## src/rtl/alu_pkg.sv

```systemverilog
// Shared definitions for the ALU family: opcodes, flag bit positions and CCR width.
package alu_pkg;

    localparam int CCR_W = 4;

    localparam logic [2:0] OP_ADD = 3'b000;
    localparam logic [2:0] OP_ADC = 3'b001;
    localparam logic [2:0] OP_SUB = 3'b010;
    localparam logic [2:0] OP_SBC = 3'b011;
    localparam logic [2:0] OP_AND = 3'b100;
    localparam logic [2:0] OP_OR  = 3'b101;
    localparam logic [2:0] OP_XOR = 3'b110;
    localparam logic [2:0] OP_CMP = 3'b111;

    // Flag positions inside a {C,V,N,Z} word.
    localparam int C_BIT = 3;
    localparam int V_BIT = 2;
    localparam int N_BIT = 1;
    localparam int Z_BIT = 0;

endpackage

```

## src/rtl/alu_core.sv

```systemverilog
// Combinational ALU: result plus {C,V,N,Z}. C is carry for ADD/ADC and borrow
// for SUB/SBC/CMP. CMP reports SUB flags but passes A through as its result.
module alu_core
    import alu_pkg::*;
#(
    parameter int OP_SIZE = 4
) (
    input  logic [OP_SIZE-1:0] a,
    input  logic [OP_SIZE-1:0] b,
    input  logic [2:0]         op,
    input  logic               cin,
    output logic [OP_SIZE-1:0] r,
    output logic [CCR_W-1:0]   flags
);

    localparam int MSB = OP_SIZE - 1;

    logic [OP_SIZE:0]   wide;
    logic [OP_SIZE-1:0] calc;
    logic               c_flag;
    logic               v_flag;

    // Compute everything one bit wider so the carry/borrow falls out as bit OP_SIZE.
    always_comb begin
        wide   = '0;
        c_flag = 1'b0;
        v_flag = 1'b0;
        case (op)
            OP_ADD, OP_ADC: begin
                wide = {1'b0, a} + {1'b0, b}
                     + ((op == OP_ADC) ? {{OP_SIZE{1'b0}}, cin} : '0);
                c_flag = wide[OP_SIZE];
                v_flag = (a[MSB] == b[MSB]) && (wide[MSB] != a[MSB]);
            end
            OP_SUB, OP_SBC, OP_CMP: begin
                // A negative (OP_SIZE+1)-bit difference sets the top bit: borrow.
                wide = {1'b0, a} - {1'b0, b}
                     - ((op == OP_SBC) ? {{OP_SIZE{1'b0}}, cin} : '0);
                c_flag = wide[OP_SIZE];
                v_flag = (a[MSB] != b[MSB]) && (wide[MSB] != a[MSB]);
            end
            OP_AND:  wide = {1'b0, a & b};
            OP_OR:   wide = {1'b0, a | b};
            OP_XOR:  wide = {1'b0, a ^ b};
            default: wide = '0;
        endcase
        calc = wide[OP_SIZE-1:0];
        r    = (op == OP_CMP) ? a : calc;
        flags        = '0;
        flags[C_BIT] = c_flag;
        flags[V_BIT] = v_flag;
        flags[N_BIT] = calc[MSB];
        flags[Z_BIT] = (calc == '0);
    end

endmodule

```

## src/rtl/alu_ccr_pipe.sv

```systemverilog
// Registered ALU stage with an architectural CCR feeding carry into ADC/SBC.
// One cycle latency, one result per cycle when the consumer keeps up.
module alu_ccr_pipe
    import alu_pkg::*;
#(
    parameter int               OP_SIZE = 4,
    parameter logic [CCR_W-1:0] CCR_RST = 4'b0000
) (
    input  logic               clk,
    input  logic               rst_n,
    input  logic               in_valid,
    output logic               in_ready,
    input  logic [2:0]         op,
    input  logic [OP_SIZE-1:0] a,
    input  logic [OP_SIZE-1:0] b,
    output logic               out_valid,
    input  logic               out_ready,
    output logic [OP_SIZE-1:0] out_r,
    output logic [CCR_W-1:0]   out_ccr,
    output logic [CCR_W-1:0]   ccr,
    input  logic               ccr_wr,
    input  logic [CCR_W-1:0]   ccr_wdata
);

    // Handshake: a transfer happens on a rising edge where valid && ready are both
    // high. The producer keeps valid and its payload steady until it transfers;
    // ready may depend combinationally on the consumer's ready (no loop back to valid).
    logic               accept;
    logic [OP_SIZE-1:0] core_r;
    logic [CCR_W-1:0]   core_flags;

    assign in_ready = !out_valid || out_ready;
    assign accept   = in_valid && in_ready;

    alu_core #(.OP_SIZE(OP_SIZE)) u_core (
        .a     (a),
        .b     (b),
        .op    (op),
        .cin   (ccr[C_BIT]),
        .r     (core_r),
        .flags (core_flags)
    );

    // Output register: load on accept, drop valid once the consumer takes it.
    always_ff @(posedge clk) begin
        if (!rst_n) begin
            out_valid <= 1'b0;
            out_r     <= '0;
            out_ccr   <= '0;
        end else if (accept) begin
            out_valid <= 1'b1;
            out_r     <= core_r;
            out_ccr   <= core_flags;
        end else if (out_ready) begin
            out_valid <= 1'b0;
        end
    end

    // Architectural CCR: an accepted op's flags take priority over a software load.
    always_ff @(posedge clk) begin
        if (!rst_n) begin
            ccr <= CCR_RST;
        end else if (accept) begin
            ccr <= core_flags;
        end else if (ccr_wr) begin
            ccr <= ccr_wdata;
        end
    end

endmodule

```

## config.mk

```make
export PLATFORM = sky130hd
export DESIGN_NAME = alu_ccr_pipe
export DESIGN_NICKNAME = d
export VERILOG_FILES = /design/src/rtl/alu_pkg.sv /design/src/rtl/alu_core.sv /design/src/rtl/alu_ccr_pipe.sv
export SDC_FILE = /design/constraint.sdc
export NUM_CORES = 1
export LEC_CHECK = 0
export BUFFER_PORTS_ARGS = -buffer_cell sky130_fd_sc_hd__buf_2
export CORE_MARGIN = 2
export CORE_UTILIZATION = 55
export DETAILED_ROUTE_END_ITERATION = 8
export PLACE_DENSITY_LB_ADDON = 0.2
export SYNTH_ARGS = -nofsm -noshare
export SYNTH_HDL_FRONTEND = slang
export SYNTH_HIERARCHICAL = 1
export SYNTH_SLANG_ARGS = --single-unit
export TNS_END_PERCENT = 100
```

## constraint.sdc

```tcl
create_clock -name clk -period 4.7 [get_ports clk]
set_input_delay 0.47 -clock clk [delete_from_list [all_inputs] [get_ports clk]]
set_output_delay 0.47 -clock clk [all_outputs]
set_load 0.03 [all_outputs]
```

==> qor.yml <==
relSlewSlack_pct: 72.3
critPathMaxFanout: 8
drc: 0
clock-sinks: 13
crit_arrival_ns: 3.14
crit_slowest_cell: "fa_1"
path_cells: "buf_2, inv_1, nor4b_1, fa_1, inv_1, fa_1, nor2b_1, o21ai_0, o41ai_1, a311oi_1, nor4b_2, nand2b_1, o21ai_0, a21oi_1"
min_period_over_period_pct: 63.3
hold_path_end: "out_r[0]$_SDFFE_PN0P_"
holdCritStartpoint: "out_r[0]$_SDFFE_PN0P_"
hold_viol_final: 0
slew_viol_final: 0
setup_tns_ns: 0
dp_cells: 212
clockBufferDepth: 2
synth_xor_area_share_pct: 3.97
synth.mux.area_fraction_pct: 12.4
grt_overflow: 0
period_needed_ns: 2.97
clock_latency_ns: 0.27
critPathTopFamily: "compound AO/OA/AOI/OAI gates"
tightest_slew_ns: 0.413
die_h_um: 53.1
layout-area-overhead-vs-synth_pct: 12.6
drtIter0Drc: 34
synth.avg_cell_area_um2: 8.28
ys.flop_type: "dfxtp_1"
netlist_instances: 160
ys_seq_area_share_pct: 19.6
vias_per_cell: 5.51
synth-seq-cells: 13
synthAdderAreaFrac_pct: 17.8
drv_cap: 0
reg2reg_to: "ccr[0]$_SDFFE_PN0P_"
die_x_um: 53.1
synthArstFlopShare_pct: 0
fp.coreArea_um2: 2250
syn-num-nets: 197
num_vias: 1191
routabilityCongestion: 0.860
skew_ns: 0.00268
dp_hpwl_mm: 2.26
ys_warn_count: 6
wl_per_cell_um: 12.9
grt_usage_pct: 21.3
cp_num_buf_inv: 3
grt_antenna_before_repair: 0
status: "finished clean"
cts_buffers: 3
synth_top_family_by_area: "simple AND/OR/NAND/NOR gates"
critPathKind: "in -> reg"
crit_path_start_kind: "primary input"
root_buffer: "clkbuf_4"
post_cts.repair.setup_buffers: 0
synth_edf_count: 0
reg2reg_from: "ccr[3]$_SDFFE_PN0P_"
die-area_um2: 2820
io_buffers: 33
rsz0062_at_grt: "false"
num_antenna_cells: 0
worstHoldPathType: "reg -> reg"
syn_area_um2: 1330
drive_gt1_share_pct: 25.0
grt_first_pass_wirelength_mm: 4.51
synth.distinct_cells: 42
ctsHoldBuffers: 0
power_density_nw_per_um2: 231
drtAntennaViolNets: 0
max_clock_freq_ghz: 0.336
final_common_cell: "buf_2"
r2r_slack_ns: 1.85
htreeDepth: 1
leakage_uw: 0.000727
setup_viol: 0
ir_drop_v: 0.000205
synth_compound_area_share_pct: 17.0
most-common-layout-cells: "buf_2 (33), nand2_1 (19), ha_1 (14)"
end_kind: "flip-flop"
holdPathStages: 2
cpPeakStageDelay_ns: 0.39
layout.cells.non_filler: 216
grt_pass1_vias: 1043
cp_data_required_time_ns: 4.86
clkSlewWorstSetupHoldPaths_ns: 0.07
cts.repair.resized: 0
dr.pass1.iters: 4
start_util_pct: 58.8
finalWirelength_mm: 2.78
ioPinCount: 34
final_nets: 226
rr_worst_depth: 12
tritoncts: "built"
grt_max_degree: 22
synthSimpleGateAreaFrac_pct: 20.9
holdWs_ns: 0.459
num_rows: 17
[worst max-delay path by stage]
stage / from / endpoint / cells after the start
after floorplan: op[1] / ccr[0]$_SDFFE_PN0P_ / 14
after global placement: op[0] / ccr[0]$_SDFFE_PN0P_ / 14
after detailed placement: op[0] / ccr[0]$_SDFFE_PN0P_ / 14
after CTS: op[0] / ccr[0]$_SDFFE_PN0P_ / 14
after global routing: op[0] / ccr[0]$_SDFFE_PN0P_ / 14
final: op[0] / ccr[0]$_SDFFE_PN0P_ / 14
[through the flow]
stage	utilization (%)	cell area [µm²]	setup slack, ns	total power, µW
after floorplan	-	1330	1.80	244
after global placement	65.0	1470	1.65	274
after detailed placement	65.0	1470	1.49	278
after CTS	66.1	1490	1.76	345
after global routing	66.1	1490	1.47	366
final	66.1	1490	1.73	344
[final cells by class]
class                      count  area (µm²)
clock buffer                   4        26.3
multi-input combinational    125         953
fill                         204         763
timing repair buffer          33         165
inverter                      13        51.3
sequential                    13         260
tap                           28        35.0
[synth_stat cells (4+ instances only)]
cell type  instances  area [µm²]
o21ai_0            8        40.0
inv_1             12        45.0
a21oi_1           13        65.1
ha_1              14         175
nand2_1           19        71.3
o21a_1             4        30.0
xnor2_1            4        35.0
nor2_1             7        26.3
nor2b_1            5        31.3
mux2i_1           13         130
nand2b_1           6        37.5
dfxtp_1           13         260
[cell families after synthesis]
kind of cell,count (synthesis)
AO/OA/AOI/OAI,36
XOR/XNOR,6
adder cells (fa/ha/maj),17
buffers and inverters,22
flip-flops,13
multiplexers,16
AND/OR/NAND/NOR,50
[layer usage]
metal | vias up | global-route usage [%] | share of wire, %
met5 | - | 0 | 0
met4 | 0 | 2.99 | 0.25
met3 | 2 | 5.37 | 7.7
met2 | 47 | 36.5 | 48
met1 | 541 | 27.6 | 44
li1 | 601 | - | -
[worst min-delay path: stages, from the launching register on]
cell     delay (ns)
dfxtp_1        0.31
nand2_1        0.05
mux2i_1        0.06
[state kept, by name, indices dropped and copies added, names as in the netlist]
name	flops
ccr	4
out_ccr	4
out_r	4
out_valid	1
[where the power goes]
group	leakage, µW	switching (µW)	internal (µW)
combinational	0.000605	90.3	62.3
sequential	0.000107	4.95	120
clock	0.0000150	34.2	32.9
total	0.000727	129	215
(Power assumes the default switching activity.)
